[config.mk]
export PLATFORM = sky130hd
export DESIGN_NAME = fifo_write_arbiter
export DESIGN_NICKNAME = d
export VERILOG_FILES = /design/src/rtl/fifo_write_arbiter.sv
export SDC_FILE = /design/constraint.sdc
export NUM_CORES = 1
export LEC_CHECK = 0
export BUFFER_PORTS_ARGS = -buffer_cell sky130_fd_sc_hd__buf_2
export CORE_MARGIN = 8
export CORE_UTILIZATION = 30
export DETAILED_ROUTE_END_ITERATION = 10
export HOLD_SLACK_MARGIN = 0.06
export PLACE_DENSITY = 0.69
export SYNTH_ARGS = -nofsm -noshare
export SYNTH_HDL_FRONTEND = slang
export SYNTH_SLANG_ARGS = --single-unit
[constraint.sdc]
create_clock -name clk -period 5.7 [get_ports clk]
set_input_delay 0.285 -clock clk [delete_from_list [all_inputs] [get_ports clk]]
set_output_delay 0.285 -clock clk [all_outputs]
set_load 0.02 [all_outputs]
[src/rtl/fifo_write_arbiter.sv]
// Purpose: round-robin, burst-locked arbiter sharing one FIFO write port among N_REQ producers.
// Latency: 1 cycle from req_valid to grant; the data path is combinational while granted.
// Backpressure: fifo_input_ready goes only to the owner's req_ready; the grant and beat count hold while the FIFO is full.
//
// Ports:
//   clk, arst_n_in              clock and asynchronous active-low reset
//   req_data/req_valid          N_REQ producer streams (requester i at [i*WIDTH +: WIDTH])
//   req_ready                   per-producer ready; only the current owner can see 1
//   fifo_din/fifo_input_valid   to the FIFO write side
//   fifo_input_ready            from the FIFO (not full)
//   grant_id/grant_active       current owner index, high while a grant is held
//   req_last                    end-of-packet flags, present only when FIFO_ARB_LAST_EN is defined
//
// Build option: FIFO_ARB_LAST_EN enables release on a beat carrying req_last.

module register #(
  parameter int W = 1
) (
  input  logic         clk,
  input  logic         arst_n,
  input  logic [W-1:0] d,
  output logic [W-1:0] q
);
  always_ff @(posedge clk or negedge arst_n) begin
    if (!arst_n) q <= '0;
    else         q <= d;
  end
endmodule

module fifo_write_arbiter #(
  parameter  int WIDTH     = 8,
  parameter  int N_REQ     = 4,
  parameter  int BURST_LEN = 16,
  localparam int IDW       = $clog2(N_REQ),
  localparam int CNTW      = $clog2(BURST_LEN)
) (
  input  logic                   clk,
  input  logic                   arst_n_in,
  input  logic [N_REQ*WIDTH-1:0] req_data,
  input  logic [N_REQ-1:0]       req_valid,
`ifdef FIFO_ARB_LAST_EN
  input  logic [N_REQ-1:0]       req_last,
`endif
  output logic [N_REQ-1:0]       req_ready,
  output logic [WIDTH-1:0]       fifo_din,
  output logic                   fifo_input_valid,
  input  logic                   fifo_input_ready,
  output logic [IDW-1:0]         grant_id,
  output logic                   grant_active
);

  localparam logic [0:0] ST_IDLE    = 1'b0;
  localparam logic [0:0] ST_GRANTED = 1'b1;

  logic [0:0]      state, state_d;
  logic [IDW-1:0]  rr_ptr, rr_ptr_d;
  logic [IDW-1:0]  grant_d;
  logic [CNTW-1:0] beat_cnt, beat_cnt_d;

  register #(.W(1))    u_state (.clk(clk), .arst_n(arst_n_in), .d(state_d),    .q(state));
  register #(.W(IDW))  u_rr    (.clk(clk), .arst_n(arst_n_in), .d(rr_ptr_d),   .q(rr_ptr));
  register #(.W(IDW))  u_grant (.clk(clk), .arst_n(arst_n_in), .d(grant_d),    .q(grant_id));
  register #(.W(CNTW)) u_beat  (.clk(clk), .arst_n(arst_n_in), .d(beat_cnt_d), .q(beat_cnt));

  logic             granted;
  logic             found;
  logic [IDW-1:0]   winner;
  logic             owner_valid;
  logic [WIDTH-1:0] owner_data;
  logic             beat;
  logic             last_end;
  logic             release_now;

  assign granted = (state == ST_GRANTED);

  // Rotating priority in two passes: indices rr_ptr..N_REQ-1 first, then 0..rr_ptr-1.
  always_comb begin
    found  = 1'b0;
    winner = '0;
    for (int j = 0; j < N_REQ; j++) begin
      if (!found && (j >= int'(rr_ptr)) && req_valid[j]) begin
        found  = 1'b1;
        winner = IDW'(j);
      end
    end
    for (int j = 0; j < N_REQ; j++) begin
      if (!found && (j < int'(rr_ptr)) && req_valid[j]) begin
        found  = 1'b1;
        winner = IDW'(j);
      end
    end
  end

  // Owner select; also drives per-requester ready so only the owner can handshake.
  always_comb begin
    owner_valid = 1'b0;
    owner_data  = '0;
    req_ready   = '0;
    for (int i = 0; i < N_REQ; i++) begin
      if (grant_id == IDW'(i)) begin
        owner_valid  = req_valid[i];
        owner_data   = req_data[i*WIDTH +: WIDTH];
        req_ready[i] = granted && fifo_input_ready;
      end
    end
  end

  assign beat = granted && owner_valid && fifo_input_ready;

`ifdef FIFO_ARB_LAST_EN
  logic owner_last;
  always_comb begin
    owner_last = 1'b0;
    for (int i = 0; i < N_REQ; i++) begin
      if (grant_id == IDW'(i)) owner_last = req_last[i];
    end
  end
  assign last_end = beat && owner_last;
`else
  assign last_end = 1'b0;
`endif

  // Losing valid releases immediately; a stalled FIFO alone never does.
  assign release_now = granted &&
                       (!owner_valid ||
                        (beat && (beat_cnt == CNTW'(BURST_LEN - 1))) ||
                        last_end);

  always_comb begin
    state_d    = state;
    rr_ptr_d   = rr_ptr;
    grant_d    = grant_id;
    beat_cnt_d = beat_cnt;
    if (!granted) begin
      if (found) begin
        grant_d    = winner;
        beat_cnt_d = '0;
        state_d    = ST_GRANTED;
      end
    end else if (release_now) begin
      // Always return to IDLE so every release costs one idle cycle, even on regrant.
      state_d    = ST_IDLE;
      beat_cnt_d = '0;
      rr_ptr_d   = (grant_id == IDW'(N_REQ - 1)) ? '0 : grant_id + IDW'(1);
    end else if (beat) begin
      beat_cnt_d = beat_cnt + CNTW'(1);
    end
  end

  assign fifo_din         = granted ? owner_data : '0;
  assign fifo_input_valid = granted && owner_valid;
  assign grant_active     = granted;

endmodule

==> metrics.txt <==
status=finished, final reports clean; RSZ-0062 raised after global routing=false; # Max-Cap Violations=0; Min-Delay Path Class=in -> reg; drt first pass iters=4; FF+latch area=225 um2; Yosys top cell by area=dfrtp_1; Sequential Power Share=20.1%; Max FO, Critical Path=19; Total Routed Length=2770 um; post-layout util=41.3%; Clock Latency Late Sink=250 ps; Crit Path Class=reg -> out; CTS resizes=0; sequential-to-total area share from yosys stat=24.0%; clock skew=0.350 ps; area of the multi-input gates=649 um2; Synth warnings=0; Slew @ Worst Pin=665 ps; final hold slack=336 ps; Peak supply drop=0.229 mV; clk slew on worst S/H paths=60 ps; CTS Sinks=9; Nets=219; total die area=0.00517 mm2; fmax=0.397 GHz; Congestion Overflow GR=0; TritonCTS clock tree=built; synthesized area=938 um2; DP HPWL=2240 um; Fillers=321; asr flop ratio synth=100%; clk buf depth=2; hold-critical path endpoint=u_beat.q[2]$_DFFE_PN0P_; Rel. slew slack=55.7%; Setup TNS=0 ps; CP delay by family, top=compound AO/OA/AOI/OAI gates; minimum clock period=2520 ps; Pint=0.318 mW; crit-path cells=inv_1, ha_1, a211oi_1, a221o_1, nor2b_1, buf_2; Post-synth top flop=dfrtp_1; FF-to-FF Start=u_grant.q[0]$_DFFE_PN0P_; post-route antenna net violation count=0; worst hold path startpoint=fifo_input_ready; Final Cell Area=0.00124 mm2; Slowest-stage cell, CP=ha_1; Core Area=0.00300 mm2; switching fraction of total power=51.9%; vias in the first global route=959; power density cells=534 mW/mm2; final hold vios=0; root buffer selected by CTS=clkbuf_4; Area Growth Syn to Fin=32.3%; Placement Cell Area=0.00120 mm2; Setup crit end kind=output port; CTS buffer count=3; Synth Area per Inst=7.63 um2; Die W=71.9 um; combinational share of power=72.8%; DRC=0; first-pass GRT wire length=4350 um; synth top area cells=dfrtp_1 (24%), nor2b_1 (13%), ha_1 (6.7%); n_diodes=0; switching pwr=0.344 mW; top-area cell type share of the netlist area=24.0%; Post-Syn Instances=123; Distinct cells, synth=32; number of synthesized flops with an enable pin=0; syn nets=167; vias post-DR=1062; # rows=20; initial antenna violation count=0; Synth top cells by count=nor2b_1 (20), a21oi_1 (12), nand2_1 (10); initial core utilization=31.3%; die span in y=71.9 um; 1st-iter DRT viols=38; required time of the critical path=5410 ps; Layout Cells excl Fill=207; Post-CTS Setup Inserts=0; flop-to-flop setup slack=3400 ps; PortBufs=54; Critical Path Start Type=flip-flop; crit path DAT=2230 ps; I/O Pins=55; leakage power=0.607 nW; post-DR vias/cell=5.13; fin crit share=44.2%; final max-slew violation count=0; Post-CTS Hold Buffers=1; DR WL/cell=13.4 um; placed insts=202; final setup fails=0; clock power share=7.1%; Placer Congestion=0.803; largest net degree at the start of global routing=24; layout cell share with drive strength beyond 1=35.1%; RR Endpoint=u_beat.q[1]$_DFFE_PN0P_; R2R depth=7; H-tree Lvls=1; hold depth=3; most common cell in the netlist=nor2b_1; GRT Total Usage=10.1%; CP peak stage delay=490 ps; Buf/Inv on CP=2; post-synthesis register bit count=9
==> power by group through the flow <==
stage | Combinational (mW) | Sequential [mW] | Clock [mW]
2_1_floorplan | 0.381 | 0.124 | 0
3_5_place_dp | 0.485 | 0.133 | 0
5_1_grt | 0.540 | 0.138 | 0.0535
4_1_cts | 0.487 | 0.133 | 0.0495
3_3_place_gp | 0.481 | 0.132 | 0
6_report | 0.482 | 0.133 | 0.0473
==> cell families after synthesis <==
group	count (synthesis)	share of synthesized area (%)
mux	4	4.93
buf+inv	13	6.80
simple gates	60	34.1
compound gates	32	23.5
flops	9	24.0
fa+ha+maj	5	6.67
==> worst min-delay path: cells and delay by family <==
family / cells / cell delay [ps]
buffers and inverters: 1 / 140
AND/OR/NAND/NOR: 1 / 70
multiplexers: 1 / 60
==> layout make-up <==
cell class / instances / share of cell area (%)
Multi-Input combinational cell: 101 / 52.3
Tap cell: 33 / 3.33
Clock buffer: 4 / 2.12
Sequential cell: 9 / 18.1
Timing Repair Buffer: 55 / 22.6
Inverter: 5 / 1.51
==> routing by layer <==
metal	vias up	track usage, %	wire length (um)
met4	0	1.59	0
met1	476	11.7	1210
met2	47	16.6	1230
met5	-	0	0
li1	539	-	-
met3	0	5.10	322
==> worst max-delay path by stage <==
stage | depth (start not counted) | end | slack, ps | startpoint
final | 6 | fifo_input_valid | 3180 | u_grant.q[0]$_DFFE_PN0P_
after global routing | 8 | fifo_din[3] | 2930 | u_grant.q[1]$_DFFE_PN0P_
after CTS | 6 | fifo_input_valid | 3170 | u_grant.q[0]$_DFFE_PN0P_
after detailed placement | 6 | u_beat.q[1]$_DFFE_PN0P_ | 3410 | u_grant.q[0]$_DFFE_PN0P_
after global placement | 6 | u_beat.q[1]$_DFFE_PN0P_ | 3450 | u_grant.q[0]$_DFFE_PN0P_
after floorplan | 8 | u_beat.q[2]$_DFFE_PN0P_ | 3590 | u_grant.q[0]$_DFFE_PN0P_
==> layout by cell type (no fill, tap or decap), types with 3 or more instances in the layout <==
master	instances
nand3_1	4
nor3_1	7
a221oi_1	7
nor2b_1	20
buf_2	54
clkbuf_4	3
ha_1	5
a21oi_1	12
and3_1	4
o21ai_0	4
inv_1	5
nor2_1	8
dfrtp_1	9
nand2_1	10
==> metrics by stage <==
step | worst slack [ps] | power, mW
after detailed placement | 3410 | 0.618
after floorplan | 3590 | 0.504
after CTS | 3170 | 0.669
final | 3180 | 0.662
after global routing | 2930 | 0.731
after global placement | 3450 | 0.613
==> sequential cells by signal, indices dropped and copies added, names as in the netlist <==
signal     cells
u_grant.q      2
u_state.q      1
u_rr.q         2
u_beat.q       4
Power figures use the tool's default switching activity.
